[src/rtl/midi_pkg.sv]
`default_nettype none
// ============================================================================
//  Module      : midi_pkg
//  Description : Shared constants, types and the note-to-ticks formula for
//                the MIDI note controller.
//  Revision    : 1.0  initial release
// ============================================================================
package midi_pkg;

    // Channel voice status nibbles
    localparam logic [3:0] NOTE_OFF   = 4'h8;
    localparam logic [3:0] NOTE_ON    = 4'h9;
    localparam logic [3:0] CTRL       = 4'hB;
    localparam logic [3:0] PROG       = 4'hC;
    localparam logic [3:0] CHAN_PRESS = 4'hD;

    // Controller numbers acted upon
    localparam logic [6:0] MOD_WHEEL     = 7'd1;
    localparam logic [6:0] ALL_SOUND_OFF = 7'd120;
    localparam logic [6:0] ALL_NOTES_OFF = 7'd123;

    // Synthesizer clocking used to size the pitch divider
    localparam int CLOCK_HZ      = 50_000_000;
    localparam int WAVETABLE_LEN = 256;
    localparam int NUM_NOTES     = 128;
    localparam int TICK_W        = 24;

    typedef enum logic [1:0] {
        ST_IDLE    = 2'd0,
        ST_WAIT_D1 = 2'd1,
        ST_WAIT_D2 = 2'd2
    } parse_state_e;

    // Deferred output effect carried through the pipeline stage
    typedef enum logic [1:0] {
        ACT_NONE     = 2'd0,
        ACT_NOTE_ON  = 2'd1,
        ACT_GATE_OFF = 2'd2,
        ACT_MOD      = 2'd3
    } action_e;

    typedef struct packed {
        action_e    kind;
        logic [7:0] value;
    } action_t;

    // Clocks per wavetable step minus one for an equal-tempered note (A4 = 440 Hz).
    // Only ever evaluated at elaboration to build ROM contents.
    function automatic logic [TICK_W-1:0] note_ticks(input int n);
        real f;
        real t;
        f = 440.0 * (2.0 ** ((real'(n) - 69.0) / 12.0));
        t = real'(CLOCK_HZ) / (real'(WAVETABLE_LEN) * f);
        return TICK_W'($rtoi(t + 0.5) - 1);
    endfunction

endpackage
`default_nettype wire

[src/rtl/midi_note_controller_rom.sv]
`default_nettype none
// ============================================================================
//  Module      : note_tick_rom
//  Description : 128 x 24 synchronous-read note-to-ticks ROM, 1-cycle latency.
//                Output register resets to the entry for RESET_ADDR so the
//                pitch is valid in the very first cycle after reset.
//  Revision    : 1.0  initial release
// ============================================================================
module note_tick_rom
    import midi_pkg::*;
#(
    parameter int RESET_ADDR = 69
) (
    input  logic              clk,
    input  logic              rst,
    input  logic [6:0]        i_addr,
    output logic [TICK_W-1:0] o_data
);

    localparam logic [TICK_W-1:0] c_RESET_TICKS = note_ticks(RESET_ADDR);

    logic [TICK_W-1:0] w_table [NUM_NOTES];
    logic [TICK_W-1:0] data_q;

    for (genvar gi = 0; gi < NUM_NOTES; gi++) begin : g_rom
        localparam logic [TICK_W-1:0] c_TICKS = note_ticks(gi);
        assign w_table[gi] = c_TICKS;
    end

    // Registered table read
    always_ff @(posedge clk) begin
        if (rst) data_q <= c_RESET_TICKS;
        else     data_q <= w_table[i_addr];
    end

    assign o_data = data_q;

endmodule
`default_nettype wire

[src/rtl/midi_note_controller.sv]
`default_nettype none
// ============================================================================
//  Module      : midi_note_controller
//  Description : MIDI channel-voice parser driving a monophonic note gate,
//                pitch divider and mod-wheel level for the wavetable synth.
//                Completing byte in cycle N -> currentNote at N+1, pitch,
//                gate and CC effects together at N+2.
//  Revision    : 1.0  initial release
// ============================================================================
module midi_note_controller
    import midi_pkg::*;
#(
    parameter int MIDI_CHANNEL = 0,
    parameter int OMNI         = 0,
    parameter int RESET_NOTE   = 69
) (
    input  logic              CLOCK_50,
    input  logic              reset,
    input  logic [7:0]        midiByte,
    input  logic              midiByteValid,
    output logic              isNoteOn,
    output logic [TICK_W-1:0] noteSampleTicks,
    output logic [7:0]        modulationValue,
    output logic [6:0]        currentNote
);

    parse_state_e state_q, state_d;
    logic [3:0]   rs_cmd_q, rs_cmd_d;
    logic [3:0]   rs_chan_q, rs_chan_d;
    logic         rs_valid_q, rs_valid_d;
    logic [6:0]   d1_q, d1_d;
    action_t      act_q, act_d;
    logic [6:0]   note_q, note_d;
    logic         gate_q, gate_d;
    logic [7:0]   mod_q, mod_d;

    logic         w_msg_done;
    logic [6:0]   w_msg_d1;
    logic [6:0]   w_msg_d2;
    logic         w_chan_ok;

    // Byte classification and message assembly
    always_comb begin
        state_d    = state_q;
        rs_cmd_d   = rs_cmd_q;
        rs_chan_d  = rs_chan_q;
        rs_valid_d = rs_valid_q;
        d1_d       = d1_q;
        w_msg_done = 1'b0;
        w_msg_d1   = d1_q;
        w_msg_d2   = 7'd0;
        if (midiByteValid) begin
            if (midiByte[7:3] == 5'b11111) begin
                // Real-time bytes may land anywhere; leave parsing untouched
            end else if (midiByte[7:4] == 4'hF) begin
                rs_valid_d = 1'b0;
                state_d    = ST_IDLE;
            end else if (midiByte[7]) begin
                rs_cmd_d   = midiByte[7:4];
                rs_chan_d  = midiByte[3:0];
                rs_valid_d = 1'b1;
                state_d    = ST_WAIT_D1;
            end else if (state_q == ST_WAIT_D2) begin
                w_msg_done = 1'b1;
                w_msg_d2   = midiByte[6:0];
                state_d    = ST_WAIT_D1;
            end else if (rs_valid_q) begin
                // WAIT_D1, or IDLE under running status: this is the first data byte
                d1_d = midiByte[6:0];
                if (rs_cmd_q == PROG || rs_cmd_q == CHAN_PRESS) begin
                    w_msg_done = 1'b1;
                    w_msg_d1   = midiByte[6:0];
                    state_d    = ST_WAIT_D1;
                end else begin
                    state_d = ST_WAIT_D2;
                end
            end
        end
    end

    assign w_chan_ok = (OMNI != 0) || (rs_chan_q == 4'(MIDI_CHANNEL));

    // Decode a completed message into a note update and a deferred action
    always_comb begin
        act_d  = '{kind: ACT_NONE, value: 8'd0};
        note_d = note_q;
        if (w_msg_done && w_chan_ok) begin
            case (rs_cmd_q)
                NOTE_ON: begin
                    if (w_msg_d2 != 7'd0) begin
                        act_d.kind = ACT_NOTE_ON;
                        note_d     = w_msg_d1;
                    end else if (w_msg_d1 == note_q) begin
                        act_d.kind = ACT_GATE_OFF;
                    end
                end
                NOTE_OFF: begin
                    if (w_msg_d1 == note_q) act_d.kind = ACT_GATE_OFF;
                end
                CTRL: begin
                    if (w_msg_d1 == MOD_WHEEL) begin
                        act_d.kind  = ACT_MOD;
                        act_d.value = {w_msg_d2, w_msg_d2[6]};
                    end else if (w_msg_d1 == ALL_SOUND_OFF || w_msg_d1 == ALL_NOTES_OFF) begin
                        act_d.kind = ACT_GATE_OFF;
                    end
                end
                default: ;
            endcase
        end
    end

    // Apply the deferred action in step with the ROM read of the new note
    always_comb begin
        gate_d = gate_q;
        mod_d  = mod_q;
        case (act_q.kind)
            ACT_NOTE_ON:  gate_d = 1'b1;
            ACT_GATE_OFF: gate_d = 1'b0;
            ACT_MOD:      mod_d  = act_q.value;
            default:      ;
        endcase
    end

    // Parser FSM, running status and output pipeline registers
    always_ff @(posedge CLOCK_50) begin
        if (reset) begin
            state_q    <= ST_IDLE;
            rs_cmd_q   <= 4'd0;
            rs_chan_q  <= 4'd0;
            rs_valid_q <= 1'b0;
            d1_q       <= 7'd0;
            act_q      <= '{kind: ACT_NONE, value: 8'd0};
            note_q     <= 7'(RESET_NOTE);
            gate_q     <= 1'b0;
            mod_q      <= 8'd0;
        end else begin
            state_q    <= state_d;
            rs_cmd_q   <= rs_cmd_d;
            rs_chan_q  <= rs_chan_d;
            rs_valid_q <= rs_valid_d;
            d1_q       <= d1_d;
            act_q      <= act_d;
            note_q     <= note_d;
            gate_q     <= gate_d;
            mod_q      <= mod_d;
        end
    end

    note_tick_rom #(
        .RESET_ADDR (RESET_NOTE)
    ) u_rom (
        .clk    (CLOCK_50),
        .rst    (reset),
        .i_addr (note_q),
        .o_data (noteSampleTicks)
    );

    assign isNoteOn        = gate_q;
    assign modulationValue = mod_q;
    assign currentNote     = note_q;

endmodule
`default_nettype wire

[config.mk]
export PLATFORM = sky130hd
export DESIGN_NAME = midi_note_controller
export DESIGN_NICKNAME = d
export VERILOG_FILES = /design/src/rtl/midi_pkg.sv /design/src/rtl/midi_note_controller_rom.sv /design/src/rtl/midi_note_controller.sv
export SDC_FILE = /design/constraint.sdc
export NUM_CORES = 1
export LEC_CHECK = 0
export CAP_MARGIN = 20
export CORE_ASPECT_RATIO = 0.5
export CORE_UTILIZATION = 45
export CTS_CLUSTER_DIAMETER = 150
export DETAILED_ROUTE_END_ITERATION = 16
export PLACE_DENSITY = 0.63
export SLEW_MARGIN = 30
export SYNTH_ARGS = -nofsm -noshare
export SYNTH_HDL_FRONTEND = slang
export SYNTH_SLANG_ARGS = --single-unit
[constraint.sdc]
create_clock -name CLOCK_50 -period 8.2 [get_ports CLOCK_50]
set_input_delay 0.82 -clock CLOCK_50 [delete_from_list [all_inputs] [get_ports CLOCK_50]]
set_output_delay 0.82 -clock CLOCK_50 [all_outputs]
set_load 0.05 [all_outputs]
* After elaboration in Yosys (flattened, before gate mapping)
Memories as Yosys holds them, arrays and structs flattened. A register that Yosys moved wholly into a read port is not among the register bits. Cells that the tools add are included.
Storage, ports and cells: logic and storage cells 81, bits in registers 44, bits in read-only memories 3072, output and inout port bits 40, memories kept 1
Cells by class: equality and inequality tests 15, muxes and demuxes 32, bitwise operators 8, reductions and logical operators 15
Memory list:
- (name not given) | depth 128, bits a word 24, rd ports 1, clocked after Yosys merged registers in 1, write ports 0, line midi_note_controller_rom.sv:33 | else data_q <= w_table[i_addr];
Operator list (count):
- $mux W7 | 12
- $eq A4 B4 Y1 const B | 6
- $mux W2 | 9
- $eq A7 B7 Y1 const B | 2
- $mux W1 | 9
- $reduce_and A3 Y1 | 3
- $not A7 Y8 | 1
- $eq A7 B1 Y1 const B | 1
- $eq A7 B7 Y1 | 1
- $not A1 Y1 | 7
- $reduce_bool A7 Y1 | 1
- $eq A2 B2 Y1 const B | 3
- $pmux W2 S3 | 1
- $reduce_and A6 Y1 | 1
- $eq A5 B5 Y1 const B | 1
- $logic_not A4 Y1 | 1
- $reduce_and A4 Y1 | 1
- $reduce_bool A2 Y1 | 2
- $reduce_bool A4 Y1 | 1
- $reduce_or A4 Y1 | 1
- $eq A2 B1 Y1 const B | 1
- $logic_or A1 B1 Y1 | 2
- $pmux W1 S2 | 1
- $reduce_or A2 Y1 | 1
- $logic_and A1 B1 Y1 | 1

* Depth between registers and ports, before layout
Gate-level depths: netlist (run 1).
depth in word-level cells 14, gate-level depth with buffers 10, mapped depth without buffers 7

* Cells and area by module
A second synthesis (run 1) with hierarchy kept.
Unflattened totals: cell total of the unflattened synthesis 555, area, all modules 4434.3 µm²
Modules (own cells, without submodules):
- note_tick_rom | area an instance 2431.1 µm², times used 1, seq. area each 300.3 µm², cells an instance 327
- midi_note_controller | area an instance 2003.2 µm², times used 1, seq. area each 840.8 µm², cells an instance 228

* Worst setup path after synthesis (run 1)
OpenSTA, ideal clock, no wires.
path type register to register, start register note_q[1], in the netlist currentNote[1], end register u_rom.data_q[7], in the netlist u_rom.o_data[7], data arrival time 2.913 ns, buffers on the path 2, path slack 5.168 ns, cell stages (with the launch flop) 10, period minus slack after synthesis 3.032 ns, setup time 0.120 ns, cell sequence dfxtp_1 clkbuf_1 inv_1 ha_1 nor2b_1 clkbuf_1 o21ai_0 o21ai_0 mux4_2 a211o_1
On the way: longest elaborated chain between the ends 1
Ends and longest elaborated chain:
- from (decl) | line midi_note_controller.sv:33 | logic [6:0] note_q, note_d;
- from (signal assigned) | line midi_note_controller.sv:134 | note_q <= 7'(RESET_NOTE);
- from (signal assigned) | line midi_note_controller.sv:144 | note_q <= note_d;
- $not A7 Y8 (not written as such) | line midi_note_controller_rom.sv:33
- to (decl) | line midi_note_controller_rom.sv:23 | logic [TICK_W-1:0] data_q;
Every way passes these cells. A chain may end at the register's enable or synchronous reset.

* Worst setup path in the final report (run 1)
start register note_q[0], in the netlist currentNote[0], end register u_rom.data_q[6], in the netlist u_rom.o_data[6]
The elaborated chain is that of the path after synthesis.

==> results.txt, run 1 <==
The run finished with clean final reports. The critical path ends at u_rom.o_data[6]$_SDFF_PP0_. The layer carrying the most global-route usage is met2.

The setup clock skew after layout is 6.11 ps. The peak per-stage delay on the critical path is 880 ps. The area of the die came out at 10200 um2. For this run, global-route usage on met3 was measured as 6.89%. The number of pins with negative max-slew slack in the final report came out at 0. Detailed routing inserted a total of 4309 vias. The signal arrival time at the worst endpoint was 3730 ps. STA puts the critical path data required time at 8430 ps. For the overall track demand over capacity in global routing, the log shows 27.5%. Setup violations remaining at the end of the flow were counted as 0. For this design the total switching power over the nets is 0.189 mW. The die is 142 um wide. In this run, the number of DRC markers left after iteration 0 of detailed routing was 622. In this run the number of H-tree levels came out at 3. Measured in cells, the most critical reg-to-reg path has a length of 6. The launching instance or port of the critical path is currentNote[0]$_SDFFE_PP1P_. Worst-path maximum fanout: 22. The share of total power dissipated in the clock network is 54.7%. The number of antenna diodes in the final layout is 0. The number of buffer and inverter instances along the worst setup path was 1. The count of cell types in the netlist came out at 75. At the pin with the least slew margin, the transition time is 984 ps.

The cell count after synthesis is 544. Yosys printed 0 warnings. For the total overflow reported by the global router, the log shows 0. The internal portion of the total power is 0.537 mW.

The net count of the finished layout is 572. After clock tree synthesis, the clock-pin slew on the worst setup and hold paths is 60 ps. The region available for standard cell placement spans 9450 um2. The number of enable-type register cells in the synthesized netlist was 0; the final weighted congestion of routability-driven global placement was 0.982. The starting utilization of the core area is 46.5%, and the area overhead of the layout relative to synthesis is 15.2%. The worst ir drop on vdd is 0.113 mV, and the y dimension of the die is 71.9 um. Once the clock tree was built, the resizer swapped 0 gates to a different size. Dividing the detail-routed wire length by the instance count gives 19.5 um. The share of total power dissipated in sequential elements is 39.3%.

STA classifies the critical path startpoint as a flip-flop. Via count of the first global-routing pass: 3864. Number of hold violations in the final report: 0. The worst path needs 3510 ps of the cycle, external delays included. The number of storage elements in the synthesis netlist was 57. Using the TritonRoute via totals, the vias-per-cell ratio works out to 6.25.

The logs give 82 for the pin count of the biggest net entering global routing and 0 for the number of antenna violations at the first check in global routing. Counting the buffers created by CTS gives 9. CTS saw 57 sinks.

The most used flip-flop cell after synthesis is sky130_fd_sc_hd__dfxtp_1. The tightest hold path in the finished design has a slack of 469 ps. The switching part of the total power was 26.1%. The mapped netlist covers 4390 um2.

The critical path is of the reg -> reg type. The root buffer cell is sky130_fd_sc_hd__clkbuf_16. The post-route clock period utilization was 42.7%.

The worst pin sits at a relative slew slack of 34.0%. The number of port buffers is 41. The count of nets left with antenna violations once routing finished came out at 0.

For this run, asynchronously set or reset flops after synthesis account for 0%. The clock reaches the later pin of the worst-skew pair after 340 ps. Half-perimeter wire length after placement: 8850 um.

Walking the worst path, the cells encountered are inv_1 -> ha_1 -> nor2b_1 -> a21boi_0 -> mux4_2 -> o221a_2. The number of setup buffers added after CTS is 0. End of the worst register-to-register path: u_rom.o_data[6]$_SDFF_PP0_. Of the post-synthesis cell area, the dominant cell type holds 26.0%.

Global routing used 37.6% of the available met1 tracks. The number of hold buffers added after CTS is 0, and the fraction of layout cells with a size suffix above 1 is 10.6%. Worst-path cell with the longest stage delay: sky130_fd_sc_hd__dfxtp_1. The biggest area consumer among synthesized cells is sky130_fd_sc_hd__dfxtp_1. The first global-routing pass estimated 21200 um of wire. The share of total power dissipated in combinational logic is 6.0%. The worst setup path is captured at a flip-flop. Dividing the synthesized area by the synthesized cell count gives 8.08 um2. The analysis attributes to cell leakage a power of 1.80 nW. The tools report the startpoint of the worst-slack reg-to-reg timing path as currentNote[0]$_SDFFE_PP1P_. The pre-antenna-repair detailed-routing pass consisted of 7 iterations. Power spread over the standard cell area amounts to 143 nW/um2. The slack of the worst reg-to-reg path was 4690 ps. The path length in cells of the critical path is 6. TritonCTS built the clock tree. In this run the deepest clock path goes through 2 buffers.

The sum of negative setup slack came out at 0 ps. Sorting the synthesized cells by area gives the leading types as sky130_fd_sc_hd__dfxtp_1, sky130_fd_sc_hd__mux2i_1, sky130_fd_sc_hd__nor2_1. The share of the Yosys chip area taken by registers is 26.0%.

Setup repair after global routing left no endpoint under its margin. The classification of the worst-slack hold path is reg -> reg. Timing would allow up to 0.285 GHz. Max-cap violations in this run came to 0. Core occupancy in the finished layout: 53.6%.

The floorplan row count was 25. Global routing used 41.5% of the available met2 tracks. Total wire length: 13500 um.

In the routed design, unresolved DRC markers number 0. Among cell families on the critical path, the largest total delay comes from flip-flops. 51 I/O pins were placed.
-- synthesized netlist by cell type, types with 4 or more instances --
cell                        number
sky130_fd_sc_hd__a211o_1         7
sky130_fd_sc_hd__a211oi_1       12
sky130_fd_sc_hd__a21oi_1        37
sky130_fd_sc_hd__a311oi_1        4
sky130_fd_sc_hd__a31oi_1         6
sky130_fd_sc_hd__and2_1          8
sky130_fd_sc_hd__buf_1           5
sky130_fd_sc_hd__buf_2          15
sky130_fd_sc_hd__buf_4          14
sky130_fd_sc_hd__clkbuf_1       26
sky130_fd_sc_hd__dfxtp_1        57
sky130_fd_sc_hd__ha_1           12
sky130_fd_sc_hd__inv_1          16
sky130_fd_sc_hd__mux2_2          7
sky130_fd_sc_hd__mux2i_1        26
sky130_fd_sc_hd__mux4_2          8
sky130_fd_sc_hd__nand2_1        32
sky130_fd_sc_hd__nand2b_1       15
sky130_fd_sc_hd__nand3_1         5
sky130_fd_sc_hd__nand4_1         6
sky130_fd_sc_hd__nor2_1         57
sky130_fd_sc_hd__nor2b_1        13
sky130_fd_sc_hd__nor3_1         16
sky130_fd_sc_hd__o2111ai_1       4
sky130_fd_sc_hd__o211ai_1       14
sky130_fd_sc_hd__o21ai_0        25
sky130_fd_sc_hd__o221a_2         4
sky130_fd_sc_hd__o221ai_1        4
sky130_fd_sc_hd__o31ai_1         7
sky130_fd_sc_hd__or2_2           5
sky130_fd_sc_hd__xor2_1          6
-- worst min path at each step --
stage | depth (start not counted) | startpoint | slack (ps) | endpoint
finish | 2 | act_q[5]$_SDFF_PP0_ | 470 | modulationValue[5]$_SDFFE_PP0N_
global route | 2 | act_q[0]$_SDFF_PP0_ | 490 | modulationValue[0]$_SDFFE_PP0N_
CTS | 2 | act_q[5]$_SDFF_PP0_ | 470 | modulationValue[5]$_SDFFE_PP0N_
detailed placement | 2 | act_q[5]$_SDFF_PP0_ | 460 | modulationValue[5]$_SDFFE_PP0N_
global placement | 2 | act_q[0]$_SDFF_PP0_ | 450 | modulationValue[0]$_SDFFE_PP0N_
floorplan | 2 | act_q[0]$_SDFF_PP0_ | 440 | modulationValue[0]$_SDFFE_PP0N_
-- worst reg2reg max path: stages (launching register included) --
cell	delay [ps]
sky130_fd_sc_hd__dfxtp_1	880
sky130_fd_sc_hd__inv_1	300
sky130_fd_sc_hd__ha_1	710
sky130_fd_sc_hd__nor2b_1	550
sky130_fd_sc_hd__a21boi_0	200
sky130_fd_sc_hd__mux4_2	510
sky130_fd_sc_hd__o221a_2	250
-- power groups by stage --
stage / combinational, mW / sequential [mW] / clock, mW
after floorplan: 0.0352 / 0.290 / 0
after global placement: 0.0431 / 0.291 / 0
after CTS: 0.0437 / 0.285 / 0.405
final: 0.0438 / 0.285 / 0.397
after detailed placement: 0.0436 / 0.291 / 0
after global routing: 0.0473 / 0.285 / 0.420
-- routing by layer --
| metal | vias to the layer above | part of all wire [%] |
|---|---|---|
| met2 | 224 | 44 |
| li1 | 2009 | - |
| met1 | 2039 | 45 |
| met3 | 37 | 8.2 |
| met5 | - | 0 |
| met4 | 0 | 2.9 |
-- cell families after synthesis --
logic type,share of synthesized area (%)
other,0.0853
flip-flops,26.0
adder cells (fa/ha/maj),3.42
multiplexers,11.8
buffers and inverters,8.63
AO/OA/AOI/OAI,26.2
AND/OR/NAND/NOR,22.3
XOR/XNOR,1.59
-- registers in the layout (all words and copies together) (netlist names) --
name and cells:
rs_valid_q 1, act_q 9, u_rom.o_data 15, modulationValue 7, state_q 2, d1_q 7, currentNote 7, rs_cmd_q 4
isNoteOn 1, rs_chan_q 4
-- layout make-up --
class / instances / area, um2
fill: 919 / 4380
multi-input combinational: 415 / 2910
sequential: 57 / 1140
timing repair buffer: 47 / 455
clock buffer: 9 / 225
tap: 135 / 169
clock inverter: 7 / 85.1
inverter: 19 / 71.3
-- layout by cell type (no fill, tap or decap), types with 8 or more instances in the layout --
cell type	synthesis	layout
sky130_fd_sc_hd__nor2_1	57	57
sky130_fd_sc_hd__dfxtp_1	57	55
sky130_fd_sc_hd__clkdlybuf4s50_1	0	41
sky130_fd_sc_hd__a21oi_1	37	37
sky130_fd_sc_hd__nand2_1	32	32
sky130_fd_sc_hd__mux2i_1	26	26
sky130_fd_sc_hd__o21ai_0	25	25
sky130_fd_sc_hd__inv_1	16	16
sky130_fd_sc_hd__nor3_1	16	16
sky130_fd_sc_hd__nand2b_1	15	15
sky130_fd_sc_hd__o211ai_1	14	14
sky130_fd_sc_hd__nor2b_1	13	13
sky130_fd_sc_hd__a211oi_1	12	12
sky130_fd_sc_hd__ha_1	12	12
sky130_fd_sc_hd__conb_1	1	9
sky130_fd_sc_hd__clkbuf_16	0	9
sky130_fd_sc_hd__and2_1	8	8
sky130_fd_sc_hd__mux4_2	8	8
-- through the flow --
| stage | instances | setup slack (ps) | area [um2] | power, mW |
|---|---|---|---|---|
| after CTS | 689 | 4800 | 5060 | 0.733 |
| final | 689 | 4690 | 5060 | 0.726 |
| after global placement | 673 | 4870 | 4740 | 0.334 |
| after global routing | 689 | 4470 | 5060 | 0.753 |
| after detailed placement | 673 | 4810 | 4750 | 0.335 |
| after floorplan | 552 | 5170 | 4420 | 0.325 |
(Power assumes the default switching activity.)
==> inputs of run 2 (changes only) <==
- PLACE_DENSITY: 0.63 -> 0.66
- clock period: 8.2 -> 2.82 ns (I/O delays scaled with it)
==> run 2 against run 1 <==
Against the previous run: register-to-register slack got worse by 4500 ps; largest power group unchanged; clock skew increased by 0.72 ps; largest cell class unchanged; via count grew 2.1%.
==> results.txt, run 2 (synthesis gave the netlist of run 1 again) <==
The number of setup buffers added after CTS is 0 (unchanged), and the average routed wire per standard cell is 19.0 um (was 19.5 um). The run gives 55.2% (was 34.0%) as the tightest slew margin relative to the limit. For the number of antenna cells inserted, the log shows 0 (unchanged).

The number of pins with negative max-slew slack in the final report is 0 (unchanged). The classification of the worst-slack hold path was reg -> reg (unchanged). The tools report the count of non-filler cells in the finished layout as 716 (was 689). For the number of hold violations in the final report, the log shows 0 (unchanged). The via count of the first global-routing pass was 3947 (was 3864); the via total after detailed routing was 4398 (was 4309). The logs give 3050 ps (was 8430 ps) for the required time reported for the critical path endpoint and 6.83 ps (was 6.11 ps) for the setup clock skew after layout. The slack of the worst reg-to-reg path is 210 ps (was 4690 ps), and the number of iterations in the first detailed-routing pass is 6 (was 7).

The tools report the cell count after placement as 700 (was 673). The startpoint of the worst-slack reg-to-reg timing path was currentNote[1]$_SDFFE_PP0P_ (was currentNote[0]$_SDFFE_PP1P_). The launching instance or port of the critical path is currentNote[1]$_SDFFE_PP0P_ (was currentNote[0]$_SDFFE_PP1P_). The count of final setup violators was 0 (unchanged).

The count of unresolved DRC violations after routing came out at 0 (unchanged). The flip-flop count of the largest register after layout was 15 (unchanged). The clock input transition at the sequential cells of the worst setup and hold paths was 60 ps (about the same).

Commonest cells after routing, fill and taps aside: sky130_fd_sc_hd__nor2_1, sky130_fd_sc_hd__dfxtp_1, sky130_fd_sc_hd__clkdlybuf4s50_1 (unchanged). The floorplan row count is 25 (unchanged). Type of the setup path with the least slack: reg -> reg (unchanged). The length in cells of the worst reg-to-reg path is 6 (unchanged). The final weighted congestion of routability-driven global placement is 0.991 (was 0.982), and the number of buffers added by the clock tree synthesis step is 9 (unchanged). The tools report the number of hold buffers added after CTS as 0 (unchanged). For the area of the die, the log shows 10200 um2 (unchanged).

The area overhead of the layout relative to synthesis is 19.9% (was 15.2%), and the count of H-tree levels built during CTS is 3 (unchanged). The signal arrival time at the worst endpoint is 2840 ps (was 3730 ps), and the worst-path maximum fanout is 9 (was 22). The tools report the fill cell total of the finished layout as 901 (was 919). The worst ir drop on vdd was 0.321 mV (was 0.113 mV). The y dimension of the die is 71.9 um (unchanged), and the fraction of layout cells with a size suffix above 1 is 15.1% (was 10.6%).

The number of max-capacitance violations reported came out at 0 (unchanged). The half-perimeter wire length after placement is 9390 um (was 8850 um). The tools report the clock latency on the worst-skew pair as 340 ps (about the same). The per-cell via count in the routed design is 6.14 (was 6.25), and the leakage power figure is 1.93 nW (was 1.80 nW). The achievable clock frequency was 0.383 GHz (was 0.285 GHz). Count of instances resized after the clock tree is built: 0 (unchanged). The logs give 9450 um2 (unchanged) for the core box area and 46.5% (unchanged) for the starting utilization of the core area.

The logs give 471 ps (was 469 ps) for the smallest hold slack and 13600 um (was 13500 um) for the total wire length. The run gives 1150 um2 (was 1140 um2) as the area used by sequential logic in the layout. The boundary pin count came out at 51 (unchanged).

The total overflow reported by the global router was 0 (unchanged). Total cell area at the placement stage: 4960 um2 (was 4750 um2). The die boundary width was 142 um (unchanged). The layout net count is 599 (was 572), and the number of port buffers is 41 (unchanged).

The transition time at the pin with the least slew margin works out to 671 ps (was 984 ps). The flow ran to the end, and the final reports show no timing, DRC or antenna violations. The most frequent standard cell in the layout excluding fill and tap cells was sky130_fd_sc_hd__nor2_1 (unchanged). The final antenna-violating net count was 0 (unchanged). Setup repair after global routing left no endpoint under its margin. The end of the worst register-to-register path is u_rom.o_data[6]$_SDFF_PP0_ (unchanged). The critical path endpoint is u_rom.o_data[6]$_SDFF_PP0_ (unchanged). Root buffer cell: sky130_fd_sc_hd__clkbuf_16 (unchanged). The starting DRC count in detailed routing was 526 (was 622); the pin count of the biggest net entering global routing was 33 (was 82).

For the cell area after layout, the log shows 5270 um2 (was 5060 um2). The areal power density over the cells is 403 nW/um2 (was 143 nW/um2), and the number of clock sinks seen by CTS is 57 (unchanged). The tools report the sum of negative setup slack as 0 ps (unchanged).

Endpoint type of the worst setup path: a flip-flop (unchanged). The wire length of the first global-routing pass is 21200 um (unchanged), and the shortest clock period the worst path allows after layout is 2610 ps (was 3510 ps). The largest buffer count on any clock path is 2 (unchanged).

The post-route clock period utilization was 92.5% (was 42.7%); the overall track demand over capacity in global routing was 27.4% (was 27.5%). For the number of antenna violations at the first check in global routing, the log shows 0 (unchanged). Kind of start point of the critical path: a flip-flop (unchanged).

For the combined area of the multi-input logic cells, the log shows 2910 um2 (unchanged). TritonCTS built the clock tree.
[run 2: critical path: stages (launching register included)]
cell and delay (ps):
sky130_fd_sc_hd__dfxtp_2 320, sky130_fd_sc_hd__inv_1 90, sky130_fd_sc_hd__ha_1 550, sky130_fd_sc_hd__nor2b_1 540, sky130_fd_sc_hd__a21boi_0 210, sky130_fd_sc_hd__mux4_2 510
sky130_fd_sc_hd__o221a_2 260
[run 2: per-stage QoR]
| step | utilization (%) | power, mW | setup slack, ps |
|---|---|---|---|
| 3_3_place_gp | 52.4 | 0.981 | 251 |
| 5_1_grt | 55.8 | 2.19 | 186 |
| 4_1_cts | 55.8 | 2.14 | 245 |
| 6_report | 55.8 | 2.12 | 212 |
| 2_1_floorplan | - | 0.946 | 30.2 |
| 3_5_place_dp | 52.5 | 0.984 | 225 |
[run 2: worst min path at each step]
stage	start	to	slack, ps	depth (start not counted)
finish	act_q[0]$_SDFF_PP0_	modulationValue[0]$_SDFFE_PP0N_	470	2
global route	act_q[0]$_SDFF_PP0_	modulationValue[0]$_SDFFE_PP0N_	500	2
detailed placement	act_q[2]$_SDFF_PP0_	modulationValue[2]$_SDFFE_PP0N_	460	2
CTS	act_q[2]$_SDFF_PP0_	modulationValue[2]$_SDFFE_PP0N_	470	2
floorplan	midiByte[2]	rs_chan_q[2]$_SDFFE_PP0P_	430	2
global placement	act_q[1]$_SDFF_PP0_	modulationValue[1]$_SDFFE_PP0N_	450	2
[run 2: per-layer routing]
| layer | vias to the layer above | track usage (%) | share of wire, % |
|---|---|---|---|
| met5 | - | 0 | 0 |
| met4 | 0 | 12.7 | 2.9 |
| met3 | 43 | 6.89 | 9.4 |
| met2 | 247 | 43.8 | 44 |
| met1 | 2050 | 35.3 | 43 |
| li1 | 2058 | - | - |
[run 2: where the power goes]
group | total (mW) | switching [mW] | internal, mW
logic | 0.138 | 0.0892 | 0.0489
clock network | 1.16 | 0.455 | 0.702
registers | 0.829 | 0.0123 | 0.817
[run 2: cell type report]
| cell class | instances | area share, % |
|---|---|---|
| repair buffers | 74 | 12.5 |
| multi-input cells | 415 | 55.3 |
| clock buffers | 9 | 4.28 |
| well taps | 135 | 3.21 |
| inverters | 19 | 1.35 |
| clock inverters | 7 | 1.62 |
| flip-flops and latches | 57 | 21.8 |
==> inputs of run 3 (changes only) <==
- PLACE_DENSITY: 0.66 -> default
- PLACE_DENSITY_LB_ADDON: default -> 0.2
==> run 3 against run 2 <==
Against the previous run: core utilization is 0.26 points lower; hold slack lost 5.9 ps; die area unchanged; largest power group unchanged.
==> results.txt, run 3 (synthesis gave the netlist of run 1 again) <==
For the leakage power figure, the log shows 1.91 nW (was 1.93 nW). The number of pins with negative max-slew slack in the final report came out at 0 (unchanged). Peak per-stage delay on the critical path: 460 ps (was 550 ps).

For the count of unresolved DRC violations after routing, the log shows 0 (unchanged). Type of the setup path with the least slack: reg -> reg (unchanged). The average routed wire per standard cell came out at 19.7 um (was 19.0 um). The worst ir drop on vdd was 0.273 mV (was 0.321 mV). Crit path cell chain: inv_1 -> ha_1 -> buf_4 -> nor2_1 -> a21oi_1 -> mux2_2 -> mux4_2 -> o221a_2 (was inv_1 -> ha_1 -> nor2b_1 -> a21boi_0 -> mux4_2 -> o221a_2). The areal power density over the cells is 406 nW/um2 (was 403 nW/um2). The tools report the signal arrival time at the worst endpoint as 2680 ps (was 2840 ps). The wire length of the first global-routing pass came out at 21900 um (was 21200 um). The tools report the kind of start point of the critical path as a flip-flop (unchanged). The clock latency on the worst-skew pair was 340 ps (about the same); the via total after detailed routing was 4464 (was 4398). The number of port buffers is 41 (unchanged), and the clock input transition at the sequential cells of the worst setup and hold paths is 60 ps (about the same).

The count of instances resized after the clock tree is built was 0 (unchanged); the per-cell via count in the routed design was 6.27 (was 6.14). The flip-flop count of the largest register after layout was 15 (unchanged); the number of buffers added by the clock tree synthesis step was 9 (unchanged). The tools report the layout net count as 595 (was 599).

The shortest clock period the worst path allows after layout came out at 2450 ps (was 2610 ps). The count of final setup violators is 0 (unchanged). Commonest cells after routing, fill and taps aside: sky130_fd_sc_hd__nor2_1, sky130_fd_sc_hd__dfxtp_1, sky130_fd_sc_hd__clkdlybuf4s50_1 (unchanged). The overall track demand over capacity in global routing came out at 28.4% (was 27.4%). The worst slack at placement is 403 ps (was 225 ps), and the cell count after placement is 696 (was 700). Worst-path cell with the longest stage delay: sky130_fd_sc_hd__mux4_2 (was sky130_fd_sc_hd__ha_1). The tools report the number of antenna violations at the first check in global routing as 0 (unchanged).

The power consumption was 2.13 mW (was 2.12 mW). The count of non-filler cells in the finished layout was 712 (was 716). Origin of the worst min-delay path: act_q[6]$_SDFF_PP0_ (was act_q[0]$_SDFF_PP0_). The worst-path maximum fanout was 9 (unchanged).

The largest buffer count on any clock path is 2 (unchanged). For the core box area, the log shows 9450 um2 (unchanged). The tools report the hold path endpoint as modulationValue[6]$_SDFFE_PP0N_ (was modulationValue[0]$_SDFFE_PP0N_).

The tools report the achievable clock frequency as 0.409 GHz (was 0.383 GHz). The flow ran to the end, and the final reports show no timing, DRC or antenna violations. TritonCTS built the clock tree. The y dimension of the die works out to 71.9 um (unchanged).

The final weighted congestion of routability-driven global placement is 1.04 (was 0.991), and the transition time at the pin with the least slew margin is 641 ps (was 671 ps). The post-route clock period utilization is 86.8% (was 92.5%), and the floorplan row count is 25 (unchanged). The slack of the worst reg-to-reg path is 370 ps (was 210 ps).

The final antenna-violating net count was 0 (unchanged). Classification of the worst-slack hold path: reg -> reg (unchanged). The area overhead of the layout relative to synthesis is 19.3% (was 19.9%). The number of hold buffers added after CTS is 0 (unchanged), and the final critical-path setup slack is 373 ps (was 212 ps). The via count of the first global-routing pass was 3977 (was 3947); the fill cell total of the finished layout was 868 (was 901). Worst hold path depth: 2 (unchanged). The run gives 6.97 ps (was 6.83 ps) as the setup clock skew after layout. The tools report the end of the worst register-to-register path as u_rom.o_data[6]$_SDFF_PP0_ (unchanged). Number of clock sinks seen by CTS: 57 (unchanged). The starting utilization of the core area is 46.5% (unchanged), and the total overflow reported by the global router is 0 (unchanged). The most frequent standard cell in the layout excluding fill and tap cells was sky130_fd_sc_hd__nor2_1 (unchanged).

The endpoint type of the worst setup path was a flip-flop (unchanged). Setup repair after global routing left no endpoint under its margin. The boundary pin count was 51 (unchanged); the number of antenna cells inserted was 0 (unchanged).

The tools report the number of iterations in the first detailed-routing pass as 5 (was 6). The root buffer cell was sky130_fd_sc_hd__clkbuf_16 (unchanged). The sum of negative setup slack came out at 0 ps (unchanged). The startpoint of the worst-slack reg-to-reg timing path was currentNote[1]$_SDFFE_PP0P_ (unchanged).

The number of hold violations in the final report is 0 (unchanged), and the pin count of the biggest net entering global routing is 59 (was 33). The half-perimeter wire length after placement was 9590 um (was 9390 um). The required time reported for the critical path endpoint is 3050 ps (about the same). The starting DRC count in detailed routing is 715 (was 526).

The fraction of layout cells with a size suffix above 1 is 14.6% (was 15.1%), and the number of setup buffers added after CTS is 0 (unchanged). The run gives 10200 um2 (unchanged) as the area of the die. Length in cells of the worst reg-to-reg path: 8 (was 6).

The number of max-capacitance violations reported was 0 (unchanged). The launching instance or port of the critical path was currentNote[1]$_SDFFE_PP0P_ (unchanged). Tightest slew margin relative to the limit: 57.2% (was 55.2%).

The count of H-tree levels built during CTS came out at 3 (unchanged). The total wire length is 14000 um (was 13600 um). Die boundary width: 142 um (unchanged).
run 3: worst max path at each step:
stage | slack [ps] | cells past startpoint | to
4_1_cts | 420 | 8 | u_rom.o_data[6]$_SDFF_PP0_
6_report | 370 | 8 | u_rom.o_data[6]$_SDFF_PP0_
2_1_floorplan | 30 | 9 | u_rom.o_data[7]$_SDFF_PP1_
3_3_place_gp | 430 | 6 | act_q[6]$_SDFF_PP0_
3_5_place_dp | 400 | 7 | act_q[9]$_SDFF_PP0_
5_1_grt | 260 | 8 | u_rom.o_data[6]$_SDFF_PP0_
run 3: routing by layer:
metal  track usage, %  up-vias  routed length, um
met2             43.0      287               6170
met4             11.6        0                409
met5                0        -                  0
met1             38.1     2083               6070
met3             8.29       43               1400
li1                 -     2051                  -
run 3: area by class of cell:
class / count / area (um2) / area share [%]
well taps: 135 / 169 / 3.22
multi-input cells: 415 / 2900 / 55.4
inverters: 19 / 71.3 / 1.36
flip-flops and latches: 57 / 1150 / 21.9
clock buffers: 10 / 239 / 4.56
clock inverters: 6 / 72.6 / 1.38
repair buffers: 70 / 641 / 12.2
run 3: worst max-delay path, delay by kind of cell (launching register included):
family	cells	cell delay, ps
AOI/OAI and AO/OA	2	350
muxes	2	730
adders and majority gates	1	410
and+or+nand+nor	1	220
DFF	1	320
buffers and inverters	2	300
run 3: per-stage QoR:
step | instance area (um2) | utilization, % | hold slack [ps]
after CTS | 5240 | 55.5 | 469
after detailed placement | 4930 | 52.2 | 454
final | 5240 | 55.5 | 465
after global placement | 4930 | 52.2 | 450
after floorplan | 4430 | - | 429
after global routing | 5240 | 55.5 | 492
run 3: power breakdown:
group,internal [mW],total (mW),leakage [nW],switching [mW]
Clock,0.719,1.16,0.150,0.445
Combinational,0.0455,0.134,1.30,0.0883
Sequential,0.817,0.829,0.461,0.0123
